## src/rtl/filter_pkg.sv

```systemverilog
// Shared types and constants for the 3x3 filter MAC sequencer.
// Latency: n/a (declarations only).
// Backpressure: n/a (declarations only).
package filter_pkg;

  localparam int WIN_DIM  = 3;
  localparam int WIN_SIZE = WIN_DIM * WIN_DIM;

  // Centre tap of the window; the identity kernel has a single 1 here.
  localparam int IDENTITY_TAP = WIN_SIZE / 2;

  typedef logic [7:0]        pixel_t;
  typedef logic signed [7:0] coeff_t;

  typedef enum logic [1:0] {
    IDLE  = 2'd0,
    RUN   = 2'd1,
    DRAIN = 2'd2,
    DONE  = 2'd3
  } state_t;

  // Identity-kernel coefficient for window position idx.
  function automatic coeff_t identity_coeff(input int idx);
    return (idx == IDENTITY_TAP) ? 8'sd1 : 8'sd0;
  endfunction

endpackage

```

## src/rtl/filter_mac_ctrl_if.sv

```systemverilog
// Column stream in, MAC operand/result, and result stream out of the sequencer.
// Latency: n/a (wiring only).
// Backpressure: in_valid/in_ready and out_valid/out_ready handshakes.
interface filter_mac_ctrl_if;
  import filter_pkg::*;

  logic           in_valid;
  logic           in_ready;
  pixel_t [2:0]   in_col;
  pixel_t         mac_pixels [WIN_SIZE];
  coeff_t         mac_coeffs [WIN_SIZE];
  pixel_t         mac_result;
  logic           out_valid;
  logic           out_ready;
  pixel_t         out_pixel;
  logic           out_last;

  // Sequencer side.
  modport master (
    input  in_valid, in_col, mac_result, out_ready,
    output in_ready, mac_pixels, mac_coeffs, out_valid, out_pixel, out_last
  );

  // Fetch / MAC / writeback side.
  modport slave (
    output in_valid, in_col, mac_result, out_ready,
    input  in_ready, mac_pixels, mac_coeffs, out_valid, out_pixel, out_last
  );

endinterface

```

## src/rtl/filter_out_fifo.sv

```systemverilog
// Synchronous result FIFO holding {last, pixel}; head is visible combinationally.
// Latency: push visible at head the cycle after the push edge.
// Backpressure: push while full is dropped unless a pop happens in the same cycle.
module filter_out_fifo #(
  parameter int WIDTH = 9,
  parameter int DEPTH = 4
) (
  input  logic                       clk,
  input  logic                       rst,
  input  logic                       push_i,
  input  logic [WIDTH-1:0]           push_dat_i,
  input  logic                       pop_i,
  output logic [WIDTH-1:0]           head_dat_o,
  output logic                       head_vld_o,
  output logic [$clog2(DEPTH+1)-1:0] count_o
);

  localparam int AW = $clog2(DEPTH);
  localparam int CW = $clog2(DEPTH + 1);

  logic [WIDTH-1:0] mem_q [DEPTH];
  logic [AW-1:0]    wr_ptr_q, rd_ptr_q;
  logic [CW-1:0]    cnt_q;
  logic             do_push, do_pop;

  assign do_pop     = pop_i && (cnt_q != '0);
  assign do_push    = push_i && ((cnt_q != CW'(DEPTH)) || do_pop);
  assign head_dat_o = mem_q[rd_ptr_q];
  assign head_vld_o = (cnt_q != '0);
  assign count_o    = cnt_q;

  // Storage, pointers and occupancy; simultaneous push and pop both take effect.
  always_ff @(posedge clk) begin
    if (rst) begin
      for (int i = 0; i < DEPTH; i++) mem_q[i] <= '0;
      wr_ptr_q <= '0;
      rd_ptr_q <= '0;
      cnt_q    <= '0;
    end else begin
      if (do_push) begin
        mem_q[wr_ptr_q] <= push_dat_i;
        wr_ptr_q        <= wr_ptr_q + AW'(1);
      end
      if (do_pop) rd_ptr_q <= rd_ptr_q + AW'(1);
      cnt_q <= cnt_q + CW'(do_push) - CW'(do_pop);
    end
  end

endmodule

```

## src/rtl/filter_mac_ctrl.sv

```systemverilog
// Builds sliding 3x3 windows from a column stream, feeds the MAC, queues clamped results.
// Latency: 3 cycles from accepting a window-completing column to out_valid.
// Backpressure: in_ready drops once FIFO entries plus in-flight MAC results reach OUT_DEPTH.
module filter_mac_ctrl
  import filter_pkg::*;
#(
  parameter int IMG_WIDTH = 640,
  parameter int OUT_DEPTH = 4
) (
  input  logic              clk,
  input  logic              rst,
  input  logic              cfg_we,
  input  logic [3:0]        cfg_idx,
  input  coeff_t            cfg_coeff,
  input  logic              start,
  output logic              busy,
  output logic              done,
  filter_mac_ctrl_if.master bus
);

  localparam int CW = $clog2(IMG_WIDTH + 1);
  localparam int OW = $clog2(IMG_WIDTH);
  localparam int FW = $clog2(OUT_DEPTH + 1);
  localparam logic [CW-1:0] LAST_COL  = CW'(IMG_WIDTH - 1);
  localparam logic [OW-1:0] OUT_TOTAL = OW'(IMG_WIDTH - 2);

  state_t        state_q, state_d;
  logic [CW-1:0] col_cnt_q, col_nxt;
  logic [OW-1:0] pop_cnt_q;
  pixel_t        win_q   [WIN_SIZE];
  coeff_t        coeff_q [WIN_SIZE];
  logic          p1_q, p2_q, p1_last_q, p2_last_q;
  logic          col_acc, res_pop, fifo_vld;
  logic [FW-1:0] fifo_cnt;
  logic [FW:0]   inflight;
  logic [8:0]    fifo_head;

  assign col_acc = bus.in_valid && bus.in_ready;
  assign col_nxt = col_cnt_q + CW'(1);
  assign res_pop = fifo_vld && bus.out_ready;

  assign bus.mac_pixels = win_q;
  assign bus.mac_coeffs = coeff_q;
  assign bus.out_valid  = fifo_vld;
  assign bus.out_pixel  = fifo_head[7:0];
  assign bus.out_last   = fifo_head[8];

  // State register.
  always_ff @(posedge clk) begin
    if (rst) state_q <= IDLE;
    else     state_q <= state_d;
  end

  // Next-state: band runs until the last column, then drains until every result is consumed.
  always_comb begin
    state_d = state_q;
    case (state_q)
      IDLE:    if (start) state_d = RUN;
      RUN:     if (col_acc && (col_cnt_q == LAST_COL)) state_d = DRAIN;
      DRAIN:   if (!p1_q && !p2_q && !fifo_vld && (pop_cnt_q == OUT_TOTAL)) state_d = DONE;
      DONE:    state_d = IDLE;
      default: state_d = IDLE;
    endcase
  end

  // Outputs: column credit counts queued plus in-flight results, with no same-cycle pop credit.
  always_comb begin
    inflight     = (FW+1)'(fifo_cnt) + (FW+1)'(p1_q) + (FW+1)'(p2_q);
    busy         = (state_q != IDLE);
    done         = (state_q == DONE);
    bus.in_ready = (state_q == RUN) && (inflight < (FW+1)'(OUT_DEPTH));
  end

  // Column and popped-result counters, cleared when a band starts.
  always_ff @(posedge clk) begin
    if (rst) begin
      col_cnt_q <= '0;
      pop_cnt_q <= '0;
    end else if ((state_q == IDLE) && start) begin
      col_cnt_q <= '0;
      pop_cnt_q <= '0;
    end else begin
      if (col_acc) col_cnt_q <= col_nxt;
      if (res_pop) pop_cnt_q <= pop_cnt_q + OW'(1);
    end
  end

  // Window shift on each accepted column; column 0 of each row is the oldest.
  always_ff @(posedge clk) begin
    if (rst) begin
      for (int i = 0; i < WIN_SIZE; i++) win_q[i] <= '0;
    end else if (col_acc) begin
      for (int r = 0; r < WIN_DIM; r++) begin
        win_q[r*WIN_DIM]     <= win_q[r*WIN_DIM + 1];
        win_q[r*WIN_DIM + 1] <= win_q[r*WIN_DIM + 2];
        win_q[r*WIN_DIM + 2] <= bus.in_col[r];
      end
    end
  end

  // Valid/last flags shadowing the MAC register; only full windows (>= 3 columns) count.
  always_ff @(posedge clk) begin
    if (rst) begin
      p1_q      <= 1'b0;
      p2_q      <= 1'b0;
      p1_last_q <= 1'b0;
      p2_last_q <= 1'b0;
    end else begin
      p1_q      <= col_acc && (col_nxt >= CW'(WIN_DIM));
      p1_last_q <= col_acc && (col_nxt == CW'(IMG_WIDTH));
      p2_q      <= p1_q;
      p2_last_q <= p1_last_q;
    end
  end

  // Coefficient bank: identity after reset, writable only while idle, out-of-range index ignored.
  always_ff @(posedge clk) begin
    if (rst) begin
      for (int i = 0; i < WIN_SIZE; i++) coeff_q[i] <= identity_coeff(i);
    end else if ((state_q == IDLE) && cfg_we && (cfg_idx < 4'(WIN_SIZE))) begin
      coeff_q[cfg_idx] <= cfg_coeff;
    end
  end

  filter_out_fifo #(
    .WIDTH (9),
    .DEPTH (OUT_DEPTH)
  ) u_out_fifo (
    .clk        (clk),
    .rst        (rst),
    .push_i     (p2_q),
    .push_dat_i ({p2_last_q, bus.mac_result}),
    .pop_i      (res_pop),
    .head_dat_o (fifo_head),
    .head_vld_o (fifo_vld),
    .count_o    (fifo_cnt)
  );

endmodule

```

## src/flat_wrapper.sv

```systemverilog
// flat-port wrapper written by rule: the top's interface ports become plain ports
module filter_mac_ctrl_flat import filter_pkg::*;
#(
  parameter int IMG_WIDTH = 640,
  parameter int OUT_DEPTH = 4
)
  (clk, rst, cfg_we, cfg_idx, cfg_coeff, start, busy, done, bus_in_valid, bus_in_col, bus_mac_result, bus_out_ready, bus_in_ready, bus_mac_pixels, bus_mac_coeffs, bus_out_valid, bus_out_pixel, bus_out_last);
  filter_mac_ctrl_if bus_i ();
  input  logic clk;
  input  logic rst;
  input  logic cfg_we;
  input  logic [3:0] cfg_idx;
  input  coeff_t cfg_coeff;
  input  logic start;
  output logic busy;
  output logic done;
  input wire logic [$bits(bus_i.in_valid)-1:0] bus_in_valid;
  input wire logic [$bits(bus_i.in_col)-1:0] bus_in_col;
  input wire logic [$bits(bus_i.mac_result)-1:0] bus_mac_result;
  input wire logic [$bits(bus_i.out_ready)-1:0] bus_out_ready;
  output wire logic [$bits(bus_i.in_ready)-1:0] bus_in_ready;
  output wire logic [$bits(bus_i.mac_pixels)-1:0] bus_mac_pixels;
  output wire logic [$bits(bus_i.mac_coeffs)-1:0] bus_mac_coeffs;
  output wire logic [$bits(bus_i.out_valid)-1:0] bus_out_valid;
  output wire logic [$bits(bus_i.out_pixel)-1:0] bus_out_pixel;
  output wire logic [$bits(bus_i.out_last)-1:0] bus_out_last;
  assign bus_i.in_valid = bus_in_valid;
  assign bus_i.in_col = bus_in_col;
  assign bus_i.mac_result = bus_mac_result;
  assign bus_i.out_ready = bus_out_ready;
  assign bus_in_ready = bus_i.in_ready;
  assign bus_mac_pixels = {>>{bus_i.mac_pixels}};
  assign bus_mac_coeffs = {>>{bus_i.mac_coeffs}};
  assign bus_out_valid = bus_i.out_valid;
  assign bus_out_pixel = bus_i.out_pixel;
  assign bus_out_last = bus_i.out_last;
  filter_mac_ctrl #(.IMG_WIDTH(IMG_WIDTH), .OUT_DEPTH(OUT_DEPTH)) u_core (.clk(clk), .rst(rst), .cfg_we(cfg_we), .cfg_idx(cfg_idx), .cfg_coeff(cfg_coeff), .start(start), .busy(busy), .done(done), .bus(bus_i));
endmodule
```

## config.mk

```make
export PLATFORM = sky130hd
export DESIGN_NAME = filter_mac_ctrl_flat
export DESIGN_NICKNAME = d
export VERILOG_FILES = /design/src/rtl/filter_pkg.sv /design/src/rtl/filter_mac_ctrl_if.sv /design/src/rtl/filter_out_fifo.sv /design/src/rtl/filter_mac_ctrl.sv /design/src/flat_wrapper.sv
export SDC_FILE = /design/constraint.sdc
export NUM_CORES = 1
export LEC_CHECK = 0
export ABC_CLOCK_PERIOD_IN_PS = 3400
export CAP_MARGIN = 20
export CELL_PAD_IN_SITES_DETAIL_PLACEMENT = 1
export CELL_PAD_IN_SITES_GLOBAL_PLACEMENT = 1
export CORE_ASPECT_RATIO = 1.25
export CORE_MARGIN = 4
export CORE_UTILIZATION = 38
export DETAILED_ROUTE_END_ITERATION = 12
export GPL_TIMING_DRIVEN = 1
export PLACE_DENSITY_LB_ADDON = 0.1
export SYNTH_ARGS = -nofsm -noshare
export SYNTH_HDL_FRONTEND = slang
export SYNTH_HIERARCHICAL = 1
export SYNTH_SLANG_ARGS = --single-unit
```

## constraint.sdc

```tcl
create_clock -name clk -period 3.4 [get_ports clk]
set_input_delay 0.68 -clock clk [delete_from_list [all_inputs] [get_ports clk]]
set_output_delay 0.68 -clock clk [all_outputs]
set_load 0.03 [all_outputs]
```

# Word-level counts from Yosys, hierarchy flattened

Memories as Yosys holds them, arrays and structs flattened. A register that Yosys moved wholly into a read port is not among the register bits.
Index checks and enable logic that the tools add are counted.

Bitwise gates (word level): 1
Magnitude comparators: 5
Eq/ne operators: 10
Reduce and logical (&&, ||, !) cells: 25
Add/sub/neg operators: 8
Multiplexer cells: 17

Operators with widths:

| cell                    | count |
|---|---|
| $bwmux W72              | 1 |
| $demux W8 S4            | 1 |
| $eq A10 B10 Y1 const B  | 3 |
| $add A10 B1 Y10 const B | 2 |
| $logic_and A1 B1 Y1     | 15 |
| $mux W2                 | 6 |
| $ge A10 B2 Y1 const B   | 1 |
| $mux W9                 | 1 |
| $reduce_or A9 Y1        | 1 |
| $mux W8                 | 1 |
| $pmux W2 S4             | 1 |
| $mux W1                 | 6 |
| $ge A5 B5 Y1 const B    | 1 |
| $lt A5 B1 Y1 const B    | 1 |
| $not A4 Y5              | 1 |
| $add A2 B1 Y2 const B   | 2 |
| $add A3 B1 Y4           | 1 |
| $add A4 B1 Y4           | 1 |
| $eq A2 B2 Y1 const B    | 2 |
| $lt A4 B3 Y1 const B    | 1 |
| $lt A4 B4 Y1 const B    | 1 |
| $ne A2 B1 Y1 const B    | 2 |
| $add A3 B1 Y3           | 1 |
| $logic_not A1 Y1        | 3 |
| 10 further kinds        | 10 |

Register bits after elaboration: 177
RAM bits: 36
Input bits: 50
Logic and storage cells: 95
Output and inout port bits: 157
Memories: 1

Memory list:

| name                    | words | width | rd ports | clocked after Yosys merged registers in | wr ports | RTL line              | RTL |
|---|---|---|---|---|---|---|---|
| u_core.u_out_fifo.mem_q | 4     | 9     | 1        | 1                                       | 4        | filter_out_fifo.sv:21 | `logic [WIDTH-1:0] mem_q [DEPTH];` |

# Longest topological paths before layout

Gate-level depths: netlist (run 1).

Depth after elaboration: 10
Mapped depth: 14

# Cells and area by module

The synthesis (run 1) kept the hierarchy.

By module, submodules not included:

| module          | cells each | area an instance (µm²) | instances |
|---|---|---|---|
| filter_mac_ctrl | 725        | 6485.0                 | 1 |
| filter_out_fifo | 134        | 2003.2                 | 1 |

# Worst setup path before layout (run 1)

Ideal clock, no wire load.

Kind: register to register
Start point: reg u_core.u_out_fifo.cnt_q[1], in the netlist u_core/u_out_fifo/count_o[1]
End point: reg u_core.u_out_fifo.cnt_q[2], in the netlist u_core/u_out_fifo/count_o[2]
Required time: 3322 ps
Data arrival time: 3096 ps
Buffers on the path: 1
Path slack: 226 ps
Cell stages (with the launch flop): 15
Cell sequence: dfxtp_1 or3_1 and2_1 clkbuf_1 nor4b_4 nor2b_1 inv_1 ha_1 inv_1 ha_1 inv_1 fa_1 xor2_1 and2_1 nor3_1

Longest elaborated chain between the ends: 7
Elaborated cells between the ends (all ways): 8
Those cells by class: 2 x add/sub; 1 x eq/ne; 5 x reduce/logical

RTL lines:

| what                     | RTL line              | RTL |
|---|---|---|
| start: declaration       | filter_out_fifo.sv:23 | `logic [CW-1:0] cnt_q;` |
| start signal: assignment | filter_out_fifo.sv:45 | `cnt_q <= cnt_q + CW'(do_push) - CW'(do_pop);` |
| $reduce_bool A3 Y1 (*)   | filter_out_fifo.sv:29 | `assign head_vld_o = (cnt_q != '0);` |
| via bus_out_valid        | flat_wrapper.sv:24    | `output wire logic [$bits(bus_i.out_valid)-1:0] bus_out_valid;` |
| $logic_and A1 B1 Y1 (*)  | filter_mac_ctrl.sv:40 | `assign res_pop = fifo_vld && bus.out_ready;` |
| via u_core.res_pop       | filter_mac_ctrl.sv:33 | `logic col_acc, res_pop, fifo_vld;` |
| $logic_and A1 B1 Y1 (*)  | filter_out_fifo.sv:26 | `assign do_pop = pop_i && (cnt_q != '0);` |
| $logic_or A1 B1 Y1       | filter_out_fifo.sv:27 | `assign do_push = push_i && ((cnt_q != CW'(DEPTH)) \|\| do_pop);` |
| $logic_and A1 B1 Y1      | filter_out_fifo.sv:27 |  |
| $add A3 B1 Y3            | filter_out_fifo.sv:45 |  |
| $sub A3 B1 Y3 (*)        | filter_out_fifo.sv:45 |  |

Mark *: on every way through the listed nets, which the timed path passes. The rest lies on a longest branch.
A chain may end at the register's enable or synchronous reset.

# Final worst setup path (run 1)

Start point: reg u_core.u_out_fifo.cnt_q[0], in the netlist u_core/u_out_fifo/count_o[0]
End point: out bus_in_ready

Longest elaborated chain between the ends: 4

RTL lines:

| what                | RTL line              | RTL |
|---|---|---|
| $add A3 B1 Y4       | filter_mac_ctrl.sv:68 | `inflight = (FW+1)'(fifo_cnt) + (FW+1)'(p1_q) + (FW+1)'(p2_q);` |
| $add A4 B1 Y4       | filter_mac_ctrl.sv:68 |  |
| $lt A4 B3 Y1        | filter_mac_ctrl.sv:71 | `bus.in_ready = (state_q == RUN) && (inflight < (FW+1)'(OUT_DEPTH));` |
| $logic_and A1 B1 Y1 | filter_mac_ctrl.sv:71 |  |
| end: declaration    | flat_wrapper.sv:21    | `output wire logic [$bits(bus_i.in_ready)-1:0] bus_in_ready;` |

No other way between the ends.

==> impl.org, run 1 <==
** Status
- The run finished with clean final reports.

** Layout
- Final std cells w/o fill :: 1341
- Relative to the synthesized area, the layout overhead comes to 36.84%.
- The library cell used most frequently in the layout, excluding fill and tap cells, is sky130_fd_sc_hd__clkdlybuf4s50_1.
- Leading cell types in the layout, fill and taps excluded :: 205 x sky130_fd_sc_hd__clkdlybuf4s50_1, 179 x sky130_fd_sc_hd__dfxtp_1, 160 x sky130_fd_sc_hd__nand2_1
- The post-route netlist has 6.968% of its cells at a drive strength greater than 1.
- Number of nets in the finished design :: 1108
- Antenna fix cells :: 0

** CTS
- Latest clock arrival within the worst-skew pair :: 500 ps
- TritonCTS built the clock tree.
- Clock root buffer master :: sky130_fd_sc_hd__clkbuf_16
- In this run the number of H-tree levels came out at 1.
- Post-CTS setup buffer count :: 0
- The number of hold buffers added after CTS was 0.
- In this run the deepest clock path goes through 3 buffers.
- Clk slew on worst S/H paths :: 60 ps
- Clock sink count :: 215
- In this run, CTS created clock tree buffers numbering 23.
- After clock tree synthesis, the repair step resized 0 gates.

** Timing
- Total Neg Setup Slack :: 0 ps
- Setup repair after global routing left no endpoint under its margin.
- Number of hold violations in the final report :: 0
- Final setup violation count :: 0
- Across all setup checks in the final design, the least slack found is 258.4 ps.
- In the finished design, the share of the clock period the worst path needs comes to 92.40%.
- Clock skew on the completed layout was measured at 10.76 ps.
- The worst pin sits at a relative slew slack of 48.63%.
- After layout, the minimum clock period comes to 3142 ps.
- Slew at the pin with the worst max-slew slack :: 770.6 ps
- Peak Freq :: 318.3 MHz
- Final Max Slew Viols :: 0

** Detailed routing
- Once detail routing completed, the nets flagged for antenna violations numbered 0.
- Number of DRC markers after the initial detailed-route iteration :: 284
- Final Routed Wirelength :: 22760 µm
- DRC viols :: 0
- Routed vias/inst :: 4.919
- Pre-antenna DRT Iters :: 4
- Via count :: 6597
- Per-cell routed wire length :: 16.97 µm

** Power and ir drop
- Lkg Pwr :: 4.120 nW
- Pwr Density :: 550.9 nW/µm²
- The worst-case IR drop observed on VDD is 0.4196 mV.

** Floorplan
- Die H :: 175.1 µm
- Once the floorplan was initialized, standard cells occupied 38.99% of the core.
- In this run the standard cell core region covers 21770 µm².
- Rows :: 60
- 207 I/O pins were placed.
- The die is 141.7 µm wide.
- The die covers 24810 µm².

** Placed design
- Buffers added on ports :: 206
- Final weighted congestion of routability-driven global placement :: 0.7497
- After detailed placement, the design holds a cell count of 1299.
- At the placement stage, the worst setup path has a slack of 151.6 ps.
- After legalization and detailed placement, the total HPWL measured 15430 µm.

** Synthesis
- After synthesis, the largest area contributor takes up 42.22% of total cell area.
- Syn Area/Cell :: 9.881 µm²
- Post-synthesis simple-gate area fraction :: 19.83%
- In the synthesized netlist the async set-or-reset flop fraction comes to 0%.
- Primary flip-flop cell chosen by synthesis mapping :: sky130_fd_sc_hd__dfxtp_1
- Synth Net Count :: 922
- Ranked by total cell area, the synthesized netlist is headed by sky130_fd_sc_hd__dfxtp_1 42%, sky130_fd_sc_hd__edfxtp_1 13%, sky130_fd_sc_hd__mux2i_1 8.5%.
- Number of register bits inferred by synthesis :: 215
- The Yosys step of the flow raised 6 warnings.
- The synthesized netlist devotes 2.270% of its cell area to XOR and XNOR gates.
- Dominant combinational cell family by area after synthesis :: simple AND/OR/NAND/NOR gates
- Summing the areas of all fa, ha and maj instances in the mapped netlist gives 2.005% of the synthesized area.
- The synthesized design contains 36 enable-type register cells.
- Synthesized-area fraction occupied by ao, oa, aoi and oai cells :: 6.677%
- Sequential cell area fraction in the yosys report :: 54.95%
- The netlist uses 52 different library cells.
- Portion of netlist area occupied by mux cells :: 11.01%
- Netlist Area Pre-Place :: 8488 µm²
- Number of standard cells after synthesis :: 859
- Cell taking the most area after synthesis :: sky130_fd_sc_hd__dfxtp_1

** Global routing
- Entering global routing, the biggest net connects 122 pins.
- Vias in the first global route :: 6745
- Global routing used 17.79% of the available tracks across all layers.
- First-pass GRT wire length :: 36220 µm
- GR Overflow Total :: 0
- The number of antenna violations at the first check in global routing is 0.

** Worst setup path
- Worst path arrival time :: 2460 ps
- In this run the critical register-to-register path is captured at u_core/u_out_fifo/count_o[2].
- By startpoint and endpoint, the worst setup path is classified as reg -> out.
- Data required time at the worst endpoint :: 2720 ps
- Critical Path, Cell by Cell :: ha_1, a21oi_1, o211a_1, clkdlybuf4s50_1
- Crit-path slowest cell :: sky130_fd_sc_hd__clkdlybuf4s50_1
- Cell depth of the worst flop-to-flop path :: 13
- Of all nets on the critical path, the largest fanout is 6.
- STA classifies the critical path endpoint as an output port.
- Register-to-register setup slack :: 390 ps
- In this run the critical register-to-register path is launched from u_core/u_out_fifo/count_o[1].
- In this design, the stage delay of the slowest critical-path cell is 670 ps.
- Crit path launch type :: register

** Min path
- The worst hold path belongs to the class reg -> reg.
- Min-delay src :: u_core/p1_last_q
- Number of cells traversed by the worst hold path :: 1
- The worst hold path terminates at u_core/p2_last_q.

** Flow run
- Maximum Capacitance Violations :: 0
per-stage QoR:
step                cell area [µm²]  hold WS (ps)  total power, mW  utilization (%)
global placement              10780         433.4            3.754            49.53
CTS                           11610         440.7            6.518            53.35
floorplan                      8488         413.8            3.376                -
detailed placement            10780         427.2            3.768            49.53
finish                        11610         433.3            6.399            53.35
global route                  11610         451.4            6.695            53.35
routing by layer:
metal / wire, µm / vias up / global-route usage (%)
met1: 9642 / 3173 / 22.31
met5: 0 / - / 0
li1: - / 3251 / -
met2: 11250 / 156 / 30.80
met3: 1617 / 17 / 5.064
met4: 249 / 0 / 3.160
cell families (layout without fill, tap and decap cells):
group	count (synthesis)	count (layout)
and+or+nand+nor	359	359
DFF	215	215
AOI/OAI and AO/OA	101	101
muxes	82	82
buffers and inverters	67	270
xor gates and xnor gates	22	22
adders and majority gates	13	13
critical path, delay by kind of cell (launching register included):
family / cells / cell delay, ps
adders and majority gates: 1 / 280
AOI/OAI and AO/OA: 2 / 560
DFF: 1 / 460
buffers and inverters: 1 / 670
area by class of cell:
| cell class | instances | area [µm²] |
|---|---|---|
| inverters | 12 | 45.04 |
| fillers | 2423 | 10160 |
| clock buffers | 30 | 631.9 |
| repair buffers | 216 | 2160 |
| clock inverters | 12 | 198.9 |
| well taps | 279 | 349.1 |
| multi-input cells | 577 | 3566 |
| flip-flops and latches | 215 | 4664 |
power breakdown:
group	total (mW)	switching (mW)	internal, mW	leakage, nW
clock	2.70	1.01	1.69	0.393
sequential	2.74	0.0624	2.68	1.81
combinational	0.953	0.612	0.341	1.91
total	6.40	1.68	4.71	4.12
cell usage after synthesis (2+ instances only):
cell type                  count
sky130_fd_sc_hd__dfxtp_1     179
sky130_fd_sc_hd__nand2_1     160
sky130_fd_sc_hd__nor2_1      100
sky130_fd_sc_hd__a21oi_1      78
sky130_fd_sc_hd__mux2i_1      72
sky130_fd_sc_hd__and2_1       40
sky130_fd_sc_hd__clkbuf_1     36
sky130_fd_sc_hd__edfxtp_1     36
sky130_fd_sc_hd__buf_2        14
sky130_fd_sc_hd__xor2_1       13
sky130_fd_sc_hd__ha_1         12
sky130_fd_sc_hd__inv_1        12
sky130_fd_sc_hd__mux4_2        9
sky130_fd_sc_hd__xnor2_1       9
sky130_fd_sc_hd__nand3_1       7
sky130_fd_sc_hd__nand4_1       6
sky130_fd_sc_hd__or3_1         6
sky130_fd_sc_hd__nand2b_1      5
sky130_fd_sc_hd__nor3_1        5
sky130_fd_sc_hd__o21ai_0       5
sky130_fd_sc_hd__a211oi_1      4
sky130_fd_sc_hd__and3_1        4
sky130_fd_sc_hd__buf_1         4
sky130_fd_sc_hd__nor2b_1       4
sky130_fd_sc_hd__nor3_4        4
sky130_fd_sc_hd__a31o_2        3
sky130_fd_sc_hd__and4_1        2
sky130_fd_sc_hd__and4b_1       2
sky130_fd_sc_hd__nor3b_1       2
sky130_fd_sc_hd__nor4_1        2
sky130_fd_sc_hd__o211a_1       2
sky130_fd_sc_hd__o31ai_1       2
registers in the layout, indices dropped and copies added (netlist names), named ones only:
name                        count
u_core/u_out_fifo/mem_q        36
u_core/pop_cnt_q               10
u_core/u_out_fifo/wr_ptr_q      2
u_core/p2_last_q                1
u_core/bus.mac_coeffs          72
u_core/p1_q                     1
u_core/u_out_fifo/rd_ptr_q      2
u_core/col_cnt_q               10
u_core/p1_last_q                1
u_core/p2_q                     1
u_core/u_out_fifo/count_o       3
u_core/state_q                  2
u_core/bus.mac_pixels          72
worst max-delay path by stage:
stage / cells after the start / startpoint / slack [ps] / end
finish: 4 / u_core/u_out_fifo/count_o[0] / 260 / bus_in_ready
global route: 4 / u_core/u_out_fifo/count_o[0] / 130 / bus_in_ready
CTS: 4 / u_core/u_out_fifo/count_o[0] / 200 / bus_in_ready
detailed placement: 13 / bus_out_ready / 150 / u_core/u_out_fifo/count_o[2]
global placement: 13 / bus_out_ready / 250 / u_core/u_out_fifo/count_o[2]
floorplan: 14 / u_core/u_out_fifo/count_o[1] / 230 / u_core/u_out_fifo/count_o[2]
Note: power is estimated with default switching activity, not from simulation.
==> run 2: changes to the inputs <==
- CELL_PAD_IN_SITES_GLOBAL_PLACEMENT: 1 -> 2
- CORE_UTILIZATION: 38 -> 30
==> impl.org, run 2 (synthesized netlist as in run 1, its figures left out) <==
** Placed design
- The number of port buffers came to 206 (unchanged).
- The final estimated routing congestion in global placement was 0.7011 (-6.5%).
- The placed wire-length estimate after detailed placement came to 16070 µm (+4.1%).

** Timing
- Slew at the pin with the worst max-slew slack :: 945.7 ps (+175.1 ps)
- Final setup violation count :: 0 (unchanged)
- The post-route setup TNS came to 0 ps (unchanged).
- The normalized max-slew margin is 36.95% (-12 points).
- The final period utilization was 92.33% (about the same).
- Peak Freq :: 318.6 MHz (about the same)
- Setup repair after global routing left no endpoint under its margin.
- The clock period minus worst slack came to 3139 ps (-2.427 ps).
- Final Max Slew Viols :: 0 (unchanged)
- Number of hold violations in the final report :: 0 (unchanged)
- Final setup skew :: 5.756 ps (-5.000 ps)

** Status
- The run finished with clean final reports.

** Worst setup path
- Max FO, Critical Path :: 6 (unchanged)
- The data arrival time at the worst-slack endpoint is 2460 ps (about the same).
- The critical path is of the reg -> out type.
- Type of destination of the critical path :: output port
- The count of buffering cells on the critical path with inverters included is 1 (unchanged).
- The maximum cell stage delay along the critical path was 670 ps (about the same).
- The kind of cell with the highest combined delay along the critical path is buffers and inverters.
- Crit path launch type :: register
- The signal on the critical path passes through ha_1, a21oi_1, o211a_1, clkdlybuf4s50_1.
- Crit-path slowest cell :: sky130_fd_sc_hd__clkdlybuf4s50_1
- Data required time at the worst endpoint :: 2720 ps (about the same)

** CTS
- Clock H-tree levels :: 1 (unchanged)
- Clock buffer count from CTS :: 24 (+4.3%)
- Clk slew on worst S/H paths :: 60 ps (about the same)
- Clock root buffer master :: sky130_fd_sc_hd__clkbuf_16
- Number of buffers on the longest clock path :: 3 (unchanged)
- Latest clock arrival within the worst-skew pair :: 510 ps (about the same)
- The number of buffers added for setup after CTS is 0 (unchanged).
- Count of hold-fix buffers inserted at cts :: 0 (unchanged)
- Clock sink count :: 215 (unchanged)
- The count of cells resized by post-cts repair came to 0 (unchanged).
- Clock tree from TritonCTS :: done

** Global routing
- The largest net degree at the start of global routing was 87 (-29%).
- Vias in the first global route :: 6758 (+0.19%)
- The number of antenna violations at the first check in global routing came to 0 (unchanged).
- Total global routing track utilization :: 15.20% (-2.6 points)
- The overall overflow remaining after global route is 0 (unchanged).
- First-pass GRT wire length :: 38040 µm (+5.0%)

** Layout
- Antenna fix cells :: 0 (unchanged)
- Leading cell types in the layout, fill and taps excluded :: 205 x sky130_fd_sc_hd__clkdlybuf4s50_1, 179 x sky130_fd_sc_hd__dfxtp_1, 160 x sky130_fd_sc_hd__nand2_1
- The area of combinational cells with multiple inputs was 3566 µm² (unchanged).
- Number of fill cells :: 3144 (+30%)
- The net count of the finished layout is 1112 (+0.36%).
- The library cell used most frequently in the layout, excluding fill and tap cells, is sky130_fd_sc_hd__clkdlybuf4s50_1.
- The area growth from synthesis to layout is 37.09%.
- The share of final-layout standard cells stronger than drive strength 1 was 7.036% (+0.068 points).
- Sequential standard cell area :: 4664 µm² (unchanged)

** Power and ir drop
- The internal power came to 4.475 mW (-5.1%).
- The maximum vdd ir drop is 0.2580 mV (-39%).
- The sequential fraction of design power is 44.2% (+1.4 points).
- Total net switching power :: 1.719 mW (+2.1%)
- The total power came to 6.194 mW (-3.2%).
- The total leakage power came to 4.109 nW (-0.26%).
- Relative contribution of the clock network to total power :: 40.2% (-2.1 points)
- Combinational power share :: 15.6% (+0.7 points)
- Switching portion of total power :: 27.76% (+1.4 points)
- The power per unit of standard cell area is 532.3 nW/µm² (-3.4%).

** Min path
- Tightest Hold Check Type :: reg -> reg

** Floorplan
- Boundary pin count :: 207 (unchanged)
- Width of the chip :: 158.5 µm (+12%)
- The area of the placeable core was 27740 µm² (+27%).
- The effective utilization at floorplan was 30.60% (-8.4 points).
- Die H :: 196.1 µm (+12%)
- Die area :: 31070 µm² (+25%)
- The row count was 68 (+13%).

** Detailed routing
- Number of DRC markers after the initial detailed-route iteration :: 189 (-33%)
- DRT antenna net count :: 0 (unchanged)
- The remaining routing DRC violations is 0 (unchanged).
- The mean number of vias per cell came to 4.648 (-5.5%).
- The via count of the routed design was 6582 (-0.23%).
- The number of optimization iterations in the first detailed-route pass came to 4 (unchanged).
- Final Routed Wirelength :: 24040 µm (+5.7%)
- Per-cell routed wire length :: 16.98 µm (about the same)

** Flow run
- The number of max-cap violations came to 0 (unchanged).
run 2: cell types whose count changed in the layout (fill, tap and decap cells not counted):
| cell | previous run | this run |
|---|---|---|
| sky130_fd_sc_hd__buf_4 | 9 | 13 |
| sky130_fd_sc_hd__clkbuf_16 | 23 | 25 |
| sky130_fd_sc_hd__bufinv_16 | 5 | 0 |
| sky130_fd_sc_hd__clkinvlp_4 | 4 | 1 |
| sky130_fd_sc_hd__inv_6 | 1 | 0 |
| sky130_fd_sc_hd__buf_12 | 2 | 1 |
| sky130_fd_sc_hd__clkbuf_8 | 3 | 5 |
| sky130_fd_sc_hd__clkinv_1 | 0 | 1 |
| sky130_fd_sc_hd__clkbuf_1 | 4 | 6 |
| sky130_fd_sc_hd__clkinv_2 | 2 | 5 |
run 2: area by class of cell:
| type | instances | area share [%] |
|---|---|---|
| Timing Repair Buffer | 219 | 18.65 |
| Clock inverter | 7 | 0.3118 |
| Clock buffer | 36 | 6.161 |
| Tap cell | 350 | 3.763 |
| Inverter | 12 | 0.3871 |
| Multi-Input combinational cell | 577 | 30.65 |
| Sequential cell | 215 | 40.09 |
run 2: path summary, 6_finish.rpt:
kind	start	to	slack (ps)	cells after the start
worst min-delay path	u_core/p1_last_q	u_core/p2_last_q	440	1
worst max-delay path	u_core/u_out_fifo/count_o[0]	bus_in_ready	260	4
worst min register to register	u_core/p1_last_q	u_core/p2_last_q	440	1
worst max register to register	u_core/u_out_fifo/count_o[1]	u_core/u_out_fifo/count_o[2]	390	13
run 2: per-stage QoR:
step | utilization (%) | hold WS [ps] | cells | setup WS, ps | area, µm²
floorplan | - | 413.8 | 859 | 226.1 | 8488
global placement | 39.24 | 423.8 | 1373 | 193.8 | 10880
detailed placement | 39.24 | 425.8 | 1373 | 151.1 | 10880
finish | 41.95 | 440.8 | 1416 | 260.8 | 11640
global route | 41.95 | 471.7 | 1416 | 133.2 | 11640
CTS | 41.95 | 440.8 | 1416 | 205.4 | 11640
run 2: per-layer routing:
metal / vias to the layer above / track usage, % / part of all wire, %
li1: 3251 / - / -
met1: 3148 / 18.75 / 42
met2: 150 / 25.84 / 49
met3: 33 / 4.590 / 7.0
met4: 0 / 3.824 / 2.0
met5: - / 0 / 0
run 2: power by group through the flow:
| stage | combinational (mW) | sequential (mW) | clock (mW) |
|---|---|---|---|
| global route | 1.06 | 2.75 | 2.70 |
| floorplan | 0.469 | 2.91 | 0 |
| global placement | 0.993 | 2.80 | 0 |
| detailed placement | 0.991 | 2.80 | 0 |
| CTS | 0.996 | 2.74 | 2.59 |
| finish | 0.965 | 2.74 | 2.49 |
